==> config.mk <==
export PLATFORM = sky130hd
export DESIGN_NAME = hazard_stall_ctrl
export DESIGN_NICKNAME = d
export VERILOG_FILES = /design/src/rtl/hazard_stall_ctrl.sv
export SDC_FILE = /design/constraint.sdc
export NUM_CORES = 1
export LEC_CHECK = 0
export CAP_MARGIN = 20
export CORE_ASPECT_RATIO = 0.9
export CORE_UTILIZATION = 42
export CTS_CLUSTER_SIZE = 12
export DETAILED_ROUTE_END_ITERATION = 12
export PLACE_DENSITY = 0.85
export SYNTH_ARGS = -nofsm -noshare
export SYNTH_HDL_FRONTEND = slang
export SYNTH_SLANG_ARGS = --single-unit
==> constraint.sdc <==
create_clock -name clk_i -period 1.6 [get_ports clk_i]
set_input_delay 0.24 -clock clk_i [delete_from_list [all_inputs] [get_ports clk_i]]
set_output_delay 0.24 -clock clk_i [all_outputs]
set_load 0.01 [all_outputs]
==> src/rtl/hazard_stall_ctrl.sv <==
// Pipeline sequencing controller: load-use bubbles, branch flushes and a full freeze
// while a variable-latency data-memory access is outstanding, with a timeout error trap.
module hazard_stall_ctrl #(
    parameter int unsigned REG_AW  = 5,
    parameter int unsigned TIMEOUT = 64,
    parameter int unsigned CNT_W   = 16
) (
    input  logic              clk_i,
    input  logic              rst_i,
    input  logic [REG_AW-1:0] ID_Rs1_i,
    input  logic [REG_AW-1:0] ID_Rs2_i,
    input  logic [REG_AW-1:0] EX_Rd_i,
    input  logic              EX_MemRead_i,
    input  logic              Branch_taken_i,
    input  logic              mem_req_i,
    input  logic              mem_ack_i,
    output logic              PCWrite_o,
    output logic              Stall_o,
    output logic              NoOp_o,
    output logic              Flush_o,
    output logic              MemStall_o,
    output logic [CNT_W-1:0]  stall_cnt_o,
    output logic              err_o
);

    localparam int unsigned WAIT_W = $clog2(TIMEOUT + 1);

    typedef enum logic [1:0] {
        RUN      = 2'd0,
        MEM_WAIT = 2'd1,
        ERR      = 2'd2
    } state_t;

    state_t            state;
    state_t            nextState;
    logic [WAIT_W-1:0] waitCnt;
    logic [WAIT_W-1:0] nextWaitCnt;
    logic [CNT_W-1:0]  stallCnt;
    logic              memStall;
    logic              hazard;

    // State and wait-cycle registers
    always_ff @(posedge clk_i or negedge rst_i) begin
        if (!rst_i) begin
            state   <= RUN;
            waitCnt <= '0;
        end else begin
            state   <= nextState;
            waitCnt <= nextWaitCnt;
        end
    end

    // Next-state logic; an ack always wins over the timeout in the same cycle
    always_comb begin
        nextState   = state;
        nextWaitCnt = waitCnt;
        unique case (state)
            RUN: begin
                if (mem_req_i && !mem_ack_i) begin
                    nextState   = MEM_WAIT;
                    nextWaitCnt = WAIT_W'(1);
                end
            end
            MEM_WAIT: begin
                if (mem_ack_i) begin
                    nextState   = RUN;
                    nextWaitCnt = '0;
                end else if (waitCnt == WAIT_W'(TIMEOUT - 1)) begin
                    nextState = ERR;
                end else begin
                    nextWaitCnt = waitCnt + WAIT_W'(1);
                end
            end
            ERR: nextState = ERR;
            default: begin
                nextState   = RUN;
                nextWaitCnt = '0;
            end
        endcase
    end

    assign memStall = ((state == RUN) && mem_req_i && !mem_ack_i)
                    || (state == MEM_WAIT) || (state == ERR);

    assign hazard = EX_MemRead_i && (EX_Rd_i != '0)
                 && ((EX_Rd_i == ID_Rs1_i) || (EX_Rd_i == ID_Rs2_i));

    // Pipeline controls, priority memstall > hazard > branch
    always_comb begin
        PCWrite_o  = 1'b1;
        Stall_o    = 1'b0;
        NoOp_o     = 1'b0;
        Flush_o    = 1'b0;
        MemStall_o = 1'b0;
        if (memStall) begin
            MemStall_o = 1'b1;
            PCWrite_o  = 1'b0;
            Stall_o    = 1'b1;
        end else if (hazard) begin
            PCWrite_o = 1'b0;
            Stall_o   = 1'b1;
            NoOp_o    = 1'b1;
        end else if (Branch_taken_i) begin
            Flush_o = 1'b1;
        end
    end

    // Saturating stalled-cycle counter
    always_ff @(posedge clk_i or negedge rst_i) begin
        if (!rst_i) begin
            stallCnt <= '0;
        end else if ((memStall || hazard) && (stallCnt != {CNT_W{1'b1}})) begin
            stallCnt <= stallCnt + CNT_W'(1);
        end
    end

    assign stall_cnt_o = stallCnt;
    assign err_o       = (state == ERR);

endmodule
==> impl_metrics.ini <==
[clocking]
cts-root-buf = clkbuf_8
cts_buffer_depth = 2
cts_tree = built
cts_sinks = 25
cts.clk_slew.worst_paths_ns = 0.09
clk-insertion-delay-late_ns = 0.28
numCtsBuffers = 3
htreeDepth = 1

[synth]
synth_xor_area_share_pct = 15.9
yosys.area.top_type = dfrtp_1
ys_warn_count = 0
synth-simple-area-share_pct = 24.5
synthMuxAreaShare_pct = 3.05
async_reset_ff_share_pct = 100
synth_top_family_by_area = simple AND/OR/NAND/NOR gates
synth_seq_area_share_pct = 43.6
yosys.area.top_type_share_pct = 43.6
synth-seq-cells = 25
synth_compound_area_share_pct = 10.7
ys.flop_type = dfrtp_1
synth_area_um2 = 1440
yosysMostFrequentCell = dfrtp_1
synth_fa_ha_area_share_pct = 1.74
syn_area_per_cell_um2 = 10.2
synth_cell_types = 38
synthTopCellsByCount = 25 x dfrtp_1, 15 x xor2_1, 14 x nor2_1
synth_edf_count = 0
ys_top_cells_by_area = dfrtp_1 44%, xor2_1 9.2%, xnor2_1 6.7%
syn_inst = 141
syn_nets = 164

[sta]
slew_viol_final = 0
fin_worst_skew_ns = 0.00428
fmax_ghz = 0.564
finalSetupViolCount = 18
grt_setup_unrepaired = true
slew_headroom_pct = 75.6
post-route-min-period_ns = 1.77
finalHoldWorstSlack_ns = 0.320
fin_crit_sh_pct = 111
hold_viol = 0
tightestPinTransition_ns = 0.363
setup_slack_ns = -0.173

[floorplanning]
die_y_um = 57.5
pin_count = 43
die-area_um2 = 3660
core_area_um2 = 3160
rows = 19
start_util_pct = 45.4
die_w_um = 63.6

[power_and_ir_drop]
seqPwrFrac_pct = 36.0
irDropWorstVdd_v = 0.000794
powerDensity_nw_per_um2 = 898
p_leak_uw = 0.00116
switchingPower_uw = 763
finalPower_uw = 2270
internal-power_uw = 1510
pwr-share-clk_pct = 16.8
p_sw_share_pct = 33.6
p_comb_share_pct = 47.2

[finish]
fill_cells = 183
final_layout_size_suffix_gt1_share_pct = 46.8
synthToLayoutAreaGrowth_pct = 76.0
nNetsFinal = 259
finish.utilization_pct = 79.9
final_cell_area_um2 = 2530
antenna_cells = 0

[route]
ant_nets = 0
first_pass_iters = 4
drtIter0Drc = 80
vias = 1578
wl_per_cell_um = 19.0
wl_mm = 5.26
drcViolationCount = 0
viasPerCell = 5.70

[worst_setup_path]
critical_path_peak_fanout = 3
reg2reg_from = state[0]
cp-start-kind = flip-flop
crit_type = reg -> out
cp-end-kind = output port
startpoint = state[0]
cp.arrival_ns = 1.53
crit_slowest_cell = dfrtp_1
worstPathCellList = and2_4 > a21oi_4 > o21bai_4 > inv_2 > buf_4 > buf_6
slowest_delay_ns = 0.45
critPathRequiredTime_ns = 1.36

[place]
port_buffers = 42
finalWeightedCongestion = 0.861
hpwl_mm = 3.13
post_dp_cell_area_um2 = 2230

[global_routing]
antenna_found_initial = 0
grt_pass1_vias = 1594
grt_max_degree = 26
grt.overflow.total = 0
grt_use_total_pct = 28.5
grt_first_pass_wirelength_mm = 7.80

[run_status]
violations = negative setup slack
status = finished, violations left

[worst_hold_path]
hp-class = in -> async

[run]
maxCapViolCount = 0
## cell type report
cell class / instances / area, um2 / share of cell area [%]
Inverter: 1 / 3.75 / 0.149
Multi-Input combinational cell: 114 / 991 / 39.2
Clock inverter: 1 / 5.00 / 0.198
Tap cell: 42 / 52.6 / 2.08
Sequential cell: 25 / 628 / 24.9
Timing Repair Buffer: 91 / 805 / 31.8
Clock buffer: 3 / 41.3 / 1.63
## flip-flops by register name, summed over array words and instances, names as in the netlist
signal / count
waitCnt: 7
stall_cnt_o: 16
state: 2
## final timing paths
kind / slack (ns) / endpoint / cells past startpoint
min: 0.32 / waitCnt[4] / 2
min in group clk_i: 0.45 / state[0] / 4
max reg2reg: -0.08 / stall_cnt_o[1] / 7
max in group asynchronous: 1.01 / stall_cnt_o[3] / 2
min reg2reg: 0.57 / stall_cnt_o[5] / 2
max: -0.17 / PCWrite_o / 6
## critical path, delay by kind of cell, from the launching register on
family / cells / cell delay (ns)
compound gates: 2 / 0.32
buf+inv: 3 / 0.29
flops: 1 / 0.45
simple gates: 1 / 0.20
## stage by stage
stage / TNS (ns) / setup WS [ns] / cells
6_report: -1.09 / -0.173 / 277
5_1_grt: -2.25 / -0.196 / 277
4_1_cts: -0.267 / -0.123 / 271
3_3_place_gp: -11.92 / -0.820 / 261
3_5_place_dp: -13.68 / -0.852 / 261
2_1_floorplan: -0.235 / -0.0526 / 141
## what timing repair did
action / CTS / global route
gates resized for setup: 84 / 32
gates cloned: 1 / 0
pin swaps: 20 / 20
hold buffers: 0 / 0
setup endpoints to repair: 27 / 25
buffers inserted: 6 / 7
## power groups by stage
stage | logic (uW) | clock network [uW] | registers, uW
2_1_floorplan | 278 | 0 | 900
3_3_place_gp | 872 | 0 | 808
3_5_place_dp | 915 | 0 | 812
4_1_cts | 990 | 389 | 805
5_1_grt | 1140 | 406 | 827
6_report | 1070 | 381 | 817
## cell families after synthesis
group                      Yosys count
and+or+nand+nor                     64
adders and majority gates            2
muxes                                4
xor gates and xnor gates            26
DFF                                 25
buffers and inverters                2
AOI/OAI and AO/OA                   18
## cell usage in the layout, fill, tap and decap left out, types with 2 or more instances in the layout
cell	instances
buf_4	41
dfrtp_1	23
clkdlybuf4s50_1	17
xor2_1	11
buf_6	11
nor2_1	9
nand4_1	9
xnor2_1	9
nand2_1	7
clkdlybuf4s15_1	6
nor2_2	5
and3_1	5
buf_2	5
xor2_2	4
dlygate4sd2_1	4
nor3_2	3
nand3_1	3
and4_4	3
nand2_4	3
clkbuf_8	3
dlymetal6s2s_1	3
and2_4	2
nor3b_1	2
a21oi_1	2
and2_1	2
xnor2_2	2
ha_2	2
clkbuf_2	2
dfrtp_2	2
## metal layers
layer	wire length (um)	GRT usage (%)	part of all wire [%]	up-vias
met5	0	4.17	0	-
met4	225	18.5	4.3	0
met3	269	6.00	5.1	22
met2	2670	47.1	51	88
met1	2090	33.4	40	773
li1	-	-	-	695
Note: power is estimated with default switching activity, not from simulation.
